===== src/rtl/rf_arb_pkg.sv =====
// Shared constants and helpers for the register-file write-port arbiter.
// Requester index names match the arbiter's req_* bit positions.
package rf_arb_pkg;

  localparam int RF_AW = 5;
  localparam int RF_DW = 32;

  localparam int REQ_WB  = 0;
  localparam int REQ_MDU = 1;
  localparam int REQ_EXC = 2;

  // Ceiling log2, never below 1 so a counter or pointer always has a bit.
  function automatic int clog2(input int value);
    int r;
    r = 0;
    while ((1 << r) < value) r++;
    if (r < 1) r = 1;
    return r;
  endfunction

endpackage


===== src/rtl/rf_rr_pick.sv =====
// Combinational round-robin picker: first set request at or above start_i,
// wrapping back to the lowest index. Callers clear bits they never grant.
module rf_rr_pick #(
  parameter int N  = 3,
  parameter int PW = 2
) (
  input  logic [N-1:0]  req_i,
  input  logic [PW-1:0] start_i,
  output logic [N-1:0]  grant_o
);

  logic found;

  always_comb begin
    grant_o = '0;
    found   = 1'b0;
    for (int i = 0; i < N; i++) begin
      if (!found && req_i[i] && (i >= int'(start_i))) begin
        grant_o[i] = 1'b1;
        found      = 1'b1;
      end
    end
    for (int i = 0; i < N; i++) begin
      if (!found && req_i[i] && (i < int'(start_i))) begin
        grant_o[i] = 1'b1;
        found      = 1'b1;
      end
    end
  end

endmodule


===== src/rtl/rf_wr_port_arbiter.sv =====
// Arbitrates the single register-file write port: req0 first, round-robin among
// the rest, starved requesters override. Optional statistics via RF_WR_ARB_STATS_EN.
module rf_wr_port_arbiter
  import rf_arb_pkg::*;
#(
  parameter int NREQ         = 3,
  parameter int AW           = RF_AW,
  parameter int DW           = RF_DW,
  parameter int STARVE_LIMIT = 7
) (
  input  logic               clk,
  input  logic               reset,
  input  logic [NREQ-1:0]    req_valid,
  input  logic [NREQ*AW-1:0] req_addr,
  input  logic [NREQ*DW-1:0] req_data,
  output logic [NREQ-1:0]    req_ready,
  output logic               rf_wr,
  output logic [AW-1:0]      rf_addr,
  output logic [DW-1:0]      rf_data,
  output logic               busy
`ifdef RF_WR_ARB_STATS_EN
  ,
  output logic [15:0]        stat_drop_cnt,
  output logic [15:0]        stat_starve_cnt
`endif
);

  localparam int PW = clog2(NREQ);
  localparam int WW = clog2(STARVE_LIMIT + 1);
  localparam logic [WW-1:0] WAIT_MAX = WW'(STARVE_LIMIT);

  logic [PW-1:0]   ptr_q, ptr_d;
  logic [WW-1:0]   wait_q [NREQ];
  logic [WW-1:0]   wait_d [NREQ];
  logic            rf_wr_q, rf_wr_d;
  logic [AW-1:0]   rf_addr_q, rf_addr_d;
  logic [DW-1:0]   rf_data_q, rf_data_d;

  logic [NREQ-1:0] starvedMask, normalMask;
  logic [NREQ-1:0] starvedPick, normalPick;
  logic [NREQ-1:0] grant;
  logic            viaStarve;
  logic            accepted;
  logic [AW-1:0]   winAddr;
  logic [DW-1:0]   winData;

  always_comb begin
    starvedMask = '0;
    for (int i = 1; i < NREQ; i++) begin
      starvedMask[i] = req_valid[i] && (wait_q[i] == WAIT_MAX);
    end
    normalMask         = req_valid;
    normalMask[REQ_WB] = 1'b0;
  end

  rf_rr_pick #(.N(NREQ), .PW(PW)) u_pickStarved (
    .req_i   (starvedMask),
    .start_i (ptr_q),
    .grant_o (starvedPick)
  );

  rf_rr_pick #(.N(NREQ), .PW(PW)) u_pickNormal (
    .req_i   (normalMask),
    .start_i (ptr_q),
    .grant_o (normalPick)
  );

  // Grant is forced low while reset is held so no handshake completes in reset.
  always_comb begin
    grant     = '0;
    viaStarve = 1'b0;
    if (reset) begin
      if (|starvedMask) begin
        grant     = starvedPick;
        viaStarve = 1'b1;
      end else if (req_valid[REQ_WB]) begin
        grant[REQ_WB] = 1'b1;
      end else begin
        grant = normalPick;
      end
    end
  end

  always_comb begin
    winAddr = '0;
    winData = '0;
    for (int i = 0; i < NREQ; i++) begin
      if (grant[i]) begin
        winAddr = req_addr[i*AW +: AW];
        winData = req_data[i*DW +: DW];
      end
    end
  end

  // Writes to register 0 are accepted but never reach the port; the port
  // address/data keep their previous values in that case.
  always_comb begin
    accepted  = |grant;
    rf_wr_d   = accepted && (winAddr != '0);
    rf_addr_d = rf_wr_d ? winAddr : rf_addr_q;
    rf_data_d = rf_wr_d ? winData : rf_data_q;
    ptr_d     = ptr_q;
    for (int i = 1; i < NREQ; i++) begin
      if (grant[i]) ptr_d = (i == NREQ - 1) ? PW'(1) : PW'(i + 1);
    end
    wait_d[0] = '0;
    for (int i = 1; i < NREQ; i++) begin
      if (!req_valid[i] || grant[i]) begin
        wait_d[i] = '0;
      end else if (wait_q[i] != WAIT_MAX) begin
        wait_d[i] = wait_q[i] + WW'(1);
      end else begin
        wait_d[i] = wait_q[i];
      end
    end
  end

  always_ff @(posedge clk or negedge reset) begin
    if (!reset) begin
      rf_wr_q   <= 1'b0;
      rf_addr_q <= '0;
      rf_data_q <= '0;
      ptr_q     <= PW'(1);
      for (int i = 0; i < NREQ; i++) wait_q[i] <= '0;
    end else begin
      rf_wr_q   <= rf_wr_d;
      rf_addr_q <= rf_addr_d;
      rf_data_q <= rf_data_d;
      ptr_q     <= ptr_d;
      for (int i = 0; i < NREQ; i++) wait_q[i] <= wait_d[i];
    end
  end

  assign req_ready = grant;
  assign rf_wr     = rf_wr_q;
  assign rf_addr   = rf_addr_q;
  assign rf_data   = rf_data_q;
  assign busy      = (|req_valid) | rf_wr_q;

`ifdef RF_WR_ARB_STATS_EN
  logic [15:0] dropCnt_q, starveCnt_q;

  // Saturating event counters: dropped $0 writes and starvation overrides.
  always_ff @(posedge clk or negedge reset) begin
    if (!reset) begin
      dropCnt_q   <= '0;
      starveCnt_q <= '0;
    end else begin
      if (accepted && (winAddr == '0) && (dropCnt_q != 16'hFFFF)) begin
        dropCnt_q <= dropCnt_q + 16'd1;
      end
      if (viaStarve && (starveCnt_q != 16'hFFFF)) begin
        starveCnt_q <= starveCnt_q + 16'd1;
      end
    end
  end

  assign stat_drop_cnt   = dropCnt_q;
  assign stat_starve_cnt = starveCnt_q;
`endif

endmodule

===== config.mk =====
export PLATFORM = sky130hd
export DESIGN_NAME = rf_wr_port_arbiter
export DESIGN_NICKNAME = d
export VERILOG_FILES = /design/src/rtl/rf_arb_pkg.sv /design/src/rtl/rf_rr_pick.sv /design/src/rtl/rf_wr_port_arbiter.sv
export SDC_FILE = /design/constraint.sdc
export NUM_CORES = 1
export LEC_CHECK = 0
export ABC_CLOCK_PERIOD_IN_PS = 5500
export CORE_MARGIN = 2
export CORE_UTILIZATION = 40
export DETAILED_ROUTE_END_ITERATION = 10
export PLACE_DENSITY = 0.88
export SYNTH_ARGS = -nofsm -noshare
export SYNTH_HDL_FRONTEND = slang
export SYNTH_SLANG_ARGS = --single-unit

===== constraint.sdc =====
create_clock -name clk -period 5.5 [get_ports clk]
set_clock_uncertainty 0.1 [all_clocks]
set_input_delay 0.55 -clock clk [delete_from_list [all_inputs] [get_ports clk]]
set_output_delay 0.55 -clock clk [all_outputs]
set_load 0.03 [all_outputs]

# Yosys cells after proc, flatten, opt, wreduce, memory -nomap -nowiden
# Cells that the tools add are included.
[classes]
n_eq_ne = 4
bitwise = 1
addsub = 2
n_lt_le_gt_ge = 4
n_mux = 28
n_reduce_logical = 34
[ops]
columns = ["op", "n"]
rows = [
  ["$mux W32", 3],
  ["$mux W3", 6],
  ["$logic_and A1 B1 Y1", 17],
  ["$mux W5", 3],
  ["$mux W1", 13],
  ["$logic_not A1 Y1", 8],
  ["$add A3 B1 Y3 const B", 2],
  ["$eq A3 B3 Y1 const B", 2],
  ["$mux W2", 3],
  ["$ne A3 B3 Y1 const B", 2],
  ["$reduce_bool A2 Y1", 3],
  ["$reduce_or A3 Y1", 2],
  ["$reduce_bool A5 Y1", 1],
  ["$ge A1 B2 Y1 const A", 1],
  ["$ge A2 B2 Y1 const A", 1],
  ["$logic_or A1 B1 Y1", 2],
  ["$lt A1 B2 Y1 const A", 1],
  ["$lt A2 B2 Y1 const A", 1],
  ["$reduce_or A2 Y1", 1],
  ["$or A1 B1 Y1", 1],
]
[word_totals]
out_inout_bits = 42
wordCells = 79
ff_bits = 46
input_bits = 116

# Depth between registers and ports, before layout
# Gate-level depths: netlist of the first run.
[logic_depth]
word_depth = 23
depth_mapped = 14
ltp_nobuf = 10

# Hierarchy
# Synthesis of the first run repeated with hierarchy kept, for this count alone.
[hier_totals]
hier_cells = 282
hier_area_um2 = 2892.8
[by_module_without_submodules]
columns = ["mod", "area_per_inst_um2", "instances", "cells_per_inst", "seq_area_each_um2"]
rows = [
  ["rf_wr_port_arbiter", 2752.6, 1, 262, 1152.4],
  ["rf_rr_pick", 70.1, 2, 10, 0.0],
]

# Least setup slack after synthesis of the first run
# Ideal clock, no wire load.
[synth_timing]
path_kind = "flip-flop to output port"
start = "register wait_q[3] (netlist name)"
end = "output req_ready[2]"
path_stages_with_launch = 12
t_required_ns = 4.850
path_buffers = 4
arrival_time_ns = 1.972
slack_ns = 2.878
cell_sequence = "dfrtp_1 ha_1 ha_1 buf_4 a21oi_1 o21ai_1 nor2_1 nand2_1 inv_2 buf_6 clkbuf_1 buf_4"
[synth_between]
elab_chain_len = 18
elab_cells_between_ends = 20
cone_classes = "eq/ne (1); mux (7); reduce/logical (12)"
[synth_lines]
columns = ["item", "line", "source"]
rows = [
  ["start: declaration", "rf_wr_port_arbiter.sv:33", "logic [WW-1:0] wait_q [NREQ];"],
  ["$eq A3 B3 Y1 (*)", "rf_wr_port_arbiter.sv:50", "starvedMask[i] = req_valid[i] && (wait_q[i] == WAIT_MAX);"],
  ["$logic_and A1 B1 Y1 (*)", "rf_wr_port_arbiter.sv:50", ""],
  ["$logic_and A1 B1 Y1", "rf_rr_pick.sv:18", "if (!found && req_i[i] && (i >= int'(start_i))) begin"],
  ["$mux W1", "rf_rr_pick.sv:18", ""],
  ["$logic_not A1 Y1", "rf_rr_pick.sv:18", ""],
  ["$logic_and A1 B1 Y1 (2 in a row)", "rf_rr_pick.sv:18", ""],
  ["$mux W1", "rf_rr_pick.sv:18", ""],
  ["$logic_not A1 Y1", "n/a", ""],
  ["$logic_and A1 B1 Y1 (2 in a row)", "rf_rr_pick.sv:24", "if (!found && req_i[i] && (i < int'(start_i))) begin"],
  ["$mux W1", "rf_rr_pick.sv:24", ""],
  ["$logic_not A1 Y1", "rf_rr_pick.sv:24", ""],
  ["$logic_and A1 B1 Y1 (2 in a row)", "rf_rr_pick.sv:24", ""],
  ["$mux W1", "rf_rr_pick.sv:24", ""],
  ["$mux W3 (*)", "rf_wr_port_arbiter.sv:73", "if (|starvedMask) begin"],
  ["$mux W3 (*)", "rf_wr_port_arbiter.sv:72", "if (reset) begin"],
  ["end: declaration", "rf_wr_port_arbiter.sv:16", "output logic [NREQ-1:0] req_ready,"],
]
# Mark *: on every way between the ends. The rest lies on a longest branch, timed or not.

# Worst setup path after layout of the first run
[layout_timing]
start = "register wait_q[3] (netlist name)"
end = "output req_ready[0]"
[layout_between]
elab_chain_len = 5
[layout_lines]
columns = ["item", "line"]
rows = [
  ["$eq A3 B3 Y1", "rf_wr_port_arbiter.sv:50"],
  ["$logic_and A1 B1 Y1", "rf_wr_port_arbiter.sv:50"],
  ["$reduce_or A2 Y1", "rf_wr_port_arbiter.sv:73"],
  ["$mux W3", "rf_wr_port_arbiter.sv:73"],
  ["$mux W3", "rf_wr_port_arbiter.sv:72"],
]
# Every way passes these cells.

==> impl_metrics.json, run 1 <==
{
  "status": "finished clean",
  "cts_tree": "yes",
  "synth-simple-area-share_pct": 7.30,
  "antenna_found_initial": 0,
  "maxSlewHeadroom_pct": 44.4,
  "rrSetupSlack_ns": 1.78,
  "synth_top_family_by_area": "compound AO/OA/AOI/OAI gates",
  "fmax_mhz": 256,
  "ys_seq_elements": 46,
  "yosys.area.top_type_share_pct": 45.0,
  "die_width_um": 83.1,
  "min_path_type": "in2async",
  "remaining_drc_errors": 0,
  "ant_nets": 0,
  "post_cts_buffers": 0,
  "clkSinkCount": 46,
  "layout_common_cells": "156 x clkdlybuf4s50_1, 45 x dfrtp_1, 36 x inv_1, 36 x mux2i_1, 35 x a222oi_1",
  "cts_made_buffers": 5,
  "async_flop_share_pct": 100,
  "synth_adder_area_share_pct": 2.00,
  "synth_xor_area_share_pct": 0.700,
  "worstMarginPinSlew_ns": 0.834,
  "grt_pass1_wl_um": 11900,
  "yosysTopAreaCell": "dfrtp_1",
  "required_ns": 4.85,
  "cts_hold_buffers": 0,
  "diodes": 0,
  "finalCritPeriodShare_pct": 71.1,
  "synthMuxAreaShare_pct": 14.4,
  "setup_viol": 0,
  "port_buffers": 157,
  "netlist_area_mm2": 0.00250,
  "synth_flop_cell": "dfrtp_1",
  "crit_fanout": 21,
  "cts_root_buffer": "clkbuf_8",
  "whs_ns": 0.282,
  "synth_edf_count": 0,
  "drt_wl_total_um": 7350,
  "max_cap_viol_count": 0,
  "timing.setup.tns_ns": 0,
  "crit_arrival_ns": 3.26,
  "dp.cells": 448,
  "num_vias": 2465,
  "nNetsFinal": 500,
  "grt_usage_pct": 21.0,
  "p_leak_nw": 1.84,
  "die_area_mm2": 0.00691,
  "clockBufferDepth": 2,
  "dp_hpwl_um": 5660,
  "num_io_pins": 158,
  "yosysUniqueCellTypes": 34,
  "crit_path_frequent_cell": "ha_1",
  "clk_latency_ns": 0.29,
  "layout_commonest_cell": "clkdlybuf4s50_1",
  "yosysSeqAreaShare_pct": 46.0,
  "clk_pin_slew_ns": 0.09,
  "finalWeightedCongestion": 0.792,
  "fillers": 476,
  "final_util_pct": 69.8,
  "grt_pass1_vias": 2577,
  "area_growth_pct": 66.9,
  "initial_core_util_pct": 41.8,
  "path_class": "reg2out",
  "htreeDepth": 2,
  "crit_path_top_delay_cell": "and3_1",
  "grt_setup_unrepaired": "false",
  "cp-end-kind": "output pin",
  "powerDensity_mw_per_mm2": 263,
  "drive_gt1_share_pct": 5.77,
  "synth_compound_area_share_pct": 18.7,
  "grt_max_degree": 51,
  "synth_fp_nets": 351,
  "fin_cells": 456,
  "overflow": 0,
  "cp_slowest_stage_delay_ns": 0.73,
  "die_h_um": 83.1,
  "cp-start-kind": "flop",
  "vdd_drop_max_v": 0.000141,
  "hold_viol_final": 0,
  "avgSynthCellArea_um2": 10.8,
  "crit_chain": "ha_1 -> ha_1 -> a22oi_1 -> and3_1 -> buf_4 -> clkdlybuf4s50_1",
  "vias_per_cell": 5.41,
  "post_cts_resized": 0,
  "fin_crit_ns": 3.91,
  "drt_iter0_markers": 215,
  "drv_slew": 0,
  "synth_area_leaders": "dfrtp_1 45%, mux2i_1 14%, a222oi_1 14%, inv_1 5.4%, buf_6 3.1%",
  "yosysWarnings": 0,
  "drtPass1Iterations": 6,
  "wire_per_inst_um": 16.1,
  "rows": 28,
  "core_mm2": 0.00599,
  "syn_inst": 231
}
-- stage by stage --
stage          worst slack, ns  cell area [µm²]  power (mW)
4_1_cts                   1.56             4180        1.11
6_report                  1.59             4180        1.10
5_1_grt                   1.41             4180        1.16
2_1_floorplan             2.88             2500       0.646
3_3_place_gp              1.68             4070       0.844
3_5_place_dp              1.58             4070       0.856
-- final timing paths --
check	endpoint	startpoint	depth (start not counted)
min in group clk	ptr_q[0]	ptr_q[0]	2
max	req_ready[0]	wait_q[3]	6
max reg2reg	rf_data[13]	wait_q[3]	9
max in group asynchronous	wait_q[5]	reset	2
min reg2reg	ptr_q[0]	ptr_q[0]	2
min	rf_data[26]	reset	2
-- critical path: cells and delay by family, from the launching register on --
family | cells | cell delay [ns]
flip-flops | 1 | 0.40
AND/OR/NAND/NOR | 1 | 0.73
adder cells (fa/ha/maj) | 2 | 0.52
buffers and inverters | 2 | 1.06
AO/OA/AOI/OAI | 1 | 0.25
-- layout make-up --
class	count	area, µm²	area share (%)
inverters	37	139	3.32
well taps	75	93.8	2.25
flip-flops and latches	46	1150	27.6
clock inverters	3	43.8	1.05
repair buffers	161	1600	38.2
multi-input cells	129	1080	26.0
clock buffers	5	68.8	1.65
-- metal layers --
metal	global-route usage (%)	up-vias	routed length (µm)
met5	0	-	0
met3	7.06	11	593
met4	5.96	0	84
met2	37.0	116	3780
met1	24.3	1179	2890
li1	-	1159	-
-- Yosys cell counts, types with 2 or more instances --
| master | instances |
|---|---|
| a21oi_1 | 2 |
| and2_1 | 2 |
| buf_4 | 2 |
| mux2i_1 | 36 |
| nand2_1 | 10 |
| o22ai_1 | 2 |
| dfrtp_1 | 45 |
| nand3_1 | 3 |
| clkbuf_1 | 9 |
| ha_1 | 4 |
| nor2_1 | 9 |
| nor2b_1 | 3 |
| buf_6 | 7 |
| a222oi_1 | 35 |
| o21ai_0 | 5 |
| inv_1 | 36 |
| xor2_1 | 2 |
| or2_2 | 3 |
-- power breakdown --
part           total (mW)  switching, mW  internal, mW
logic               0.427          0.216         0.211
clock network       0.251          0.115         0.136
registers           0.420         0.0289         0.391
total                1.10          0.360         0.739
-- cells by family after synthesis --
| group | count (synthesis) |
|---|---|
| compound gates | 52 |
| xor+xnor | 2 |
| fa+ha+maj | 4 |
| buf+inv | 56 |
| flops | 46 |
| mux | 36 |
| simple gates | 35 |
-- state kept, by name, summed over array words and instances (netlist names) --
name     cells
wait_q       6
rf_addr      5
ptr_q        2
rf_wr        1
rf_data     32
Note: power is estimated with default switching activity, not from simulation.
==> run 2: changes to the inputs <==
--- a/config.mk
+++ b/config.mk
@@ -5,11 +5,11 @@
 export SDC_FILE = /design/constraint.sdc
 export NUM_CORES = 1
 export LEC_CHECK = 0
-export ABC_CLOCK_PERIOD_IN_PS = 5500
+export ABC_CLOCK_PERIOD_IN_PS = 3800
 export CORE_MARGIN = 2
-export CORE_UTILIZATION = 40
+export CORE_UTILIZATION = 37
 export DETAILED_ROUTE_END_ITERATION = 10
-export PLACE_DENSITY = 0.88
+export PLACE_DENSITY = 0.82
 export SYNTH_ARGS = -nofsm -noshare
 export SYNTH_HDL_FRONTEND = slang
 export SYNTH_SLANG_ARGS = --single-unit
==> constraint.sdc (replaced) <==
create_clock -name clk -period 3.8 [get_ports clk]
set_clock_uncertainty 0.1 [all_clocks]
set_input_delay 0.38 -clock clk [delete_from_list [all_inputs] [get_ports clk]]
set_output_delay 0.38 -clock clk [all_outputs]
set_load 0.03 [all_outputs]
==> run 2 against run 1 <==
Net effect: final cell count rose by 1.3%; die area rose by 7.7%; highest routed layer unchanged; sequential power rose by 45%.
==> impl_metrics.json, run 2 (same netlist as run 1, synthesis figures left out) <==
{
  "status": "finished clean",
  "max_cap_viol_count": 0,
  "cts_root_buffer": "clkbuf_8",
  "crit_fanout": 32,
  "port_buffers": 157,
  "area_growth_pct": 67.2,
  "rows": 29,
  "crit_arrival_ns": 2.97,
  "core_mm2": 0.00646,
  "hold_viol_final": 0,
  "finalCritPeriodShare_pct": 90.8,
  "layout_common_cells": "156 x clkdlybuf4s50_1, 45 x dfrtp_1, 36 x inv_1, 36 x mux2i_1, 35 x a222oi_1",
  "cp-start-kind": "input pin",
  "grt_usage_pct": 20.1,
  "die_area_mm2": 0.00744,
  "cp-end-kind": "output pin",
  "path_class": "in2out",
  "cts_made_buffers": 5,
  "powerDensity_mw_per_mm2": 362,
  "worstMarginPinSlew_ns": 0.685,
  "clk_latency_ns": 0.29,
  "die_width_um": 86.3,
  "antenna_found_initial": 0,
  "htreeDepth": 2,
  "cts_tree": "yes",
  "drtPass1Iterations": 6,
  "fin_crit_ns": 3.45,
  "drive_gt1_share_pct": 5.97,
  "nNetsFinal": 504,
  "diodes": 0,
  "post_cts_resized": 0,
  "num_io_pins": 158,
  "vdd_drop_max_v": 0.000170,
  "clkSinkCount": 46,
  "overflow": 0,
  "grt_max_degree": 36,
  "vias_per_cell": 5.33,
  "layout_commonest_cell": "clkdlybuf4s50_1",
  "dp_hpwl_um": 5850,
  "die_h_um": 86.3,
  "p_leak_nw": 1.84,
  "initial_core_util_pct": 38.8,
  "required_ns": 3.32,
  "clockBufferDepth": 2,
  "setup_viol": 0,
  "wire_per_inst_um": 16.3,
  "maxSlewHeadroom_pct": 54.3,
  "grt_setup_unrepaired": "false",
  "min_path_type": "reg2reg",
  "drt_iter0_markers": 230,
  "drt_wl_total_um": 7540,
  "fillers": 549,
  "p_total_mw": 1.52,
  "drv_slew": 0,
  "grt_pass1_vias": 2546,
  "ant_nets": 0,
  "remaining_drc_errors": 0,
  "largest_register_ff_count": 32,
  "clk_pin_slew_ns": 0.08,
  "grt_pass1_wl_um": 11800,
  "timing.setup.tns_ns": 0,
  "fmax_mhz": 290,
  "finalWeightedCongestion": 0.813,
  "num_vias": 2464
}
-- run 2: final cells by class --
class                   instances  area [µm²]  area share [%]
well taps                      77        96.3            2.30
flip-flops and latches         46        1150            27.5
repair buffers                165        1630            38.9
multi-input cells             129        1080            25.9
clock buffers                   7        76.3            1.82
inverters                      37         139            3.32
clock inverters                 1        7.51           0.179
-- run 2: path summary, 6_finish.rpt --
kind                       startpoint      endpoint  slack (ns)  cells past startpoint
min in group asynchronous       reset     wait_q[0]        0.48                      2
max                             reset  req_ready[0]        0.35                      6
max reg2reg                 wait_q[3]   rf_data[16]        0.58                     12
min                          ptr_q[0]      ptr_q[0]        0.41                      2
max in group asynchronous       reset   rf_data[30]        2.34                      3
min reg2reg                  ptr_q[0]      ptr_q[0]        0.41                      2
-- run 2: report_power, final --
group	switching, mW	leakage, nW	internal (mW)
combinational	0.313	1.20	0.309
clock	0.153	0.0385	0.130
sequential	0.0426	0.594	0.567
total	0.509	1.84	1.01
-- run 2: per-stage QoR --
stage / hold WS [ns] / util (%) / cells / cell area, µm² / worst slack [ns]
2_1_floorplan: -0.0156 / - / 231 / 2500 / 1.28
3_3_place_gp: 0.262 / 63.3 / 453 / 4090 / 0.695
3_5_place_dp: 0.264 / 63.3 / 453 / 4090 / 0.556
4_1_cts: 0.401 / 64.8 / 462 / 4190 / 0.281
5_1_grt: 0.418 / 64.8 / 462 / 4190 / 0.107
6_report: 0.405 / 64.8 / 462 / 4190 / 0.349
-- run 2: layer usage --
layer  vias to the layer above  wire length [µm]  GRT usage, %
li1                       1170                 -             -
met1                      1146              2790          22.3
met2                       133              3970          37.6
met3                        15               600          4.48
met4                         0               174          7.24
met5                         -                 0             0
-- run 2: timing repair --
item	CTS	global route
hold endpoints to repair	16	0
setup buffers	0	0
hold buffers	1	0
-- run 2: critical path: stages --
cell,delay [ns]
dlygate4sd3_1,0.52
buf_2,0.40
buf_4,0.46
and3_1,0.27
buf_4,0.22
clkdlybuf4s50_1,0.70
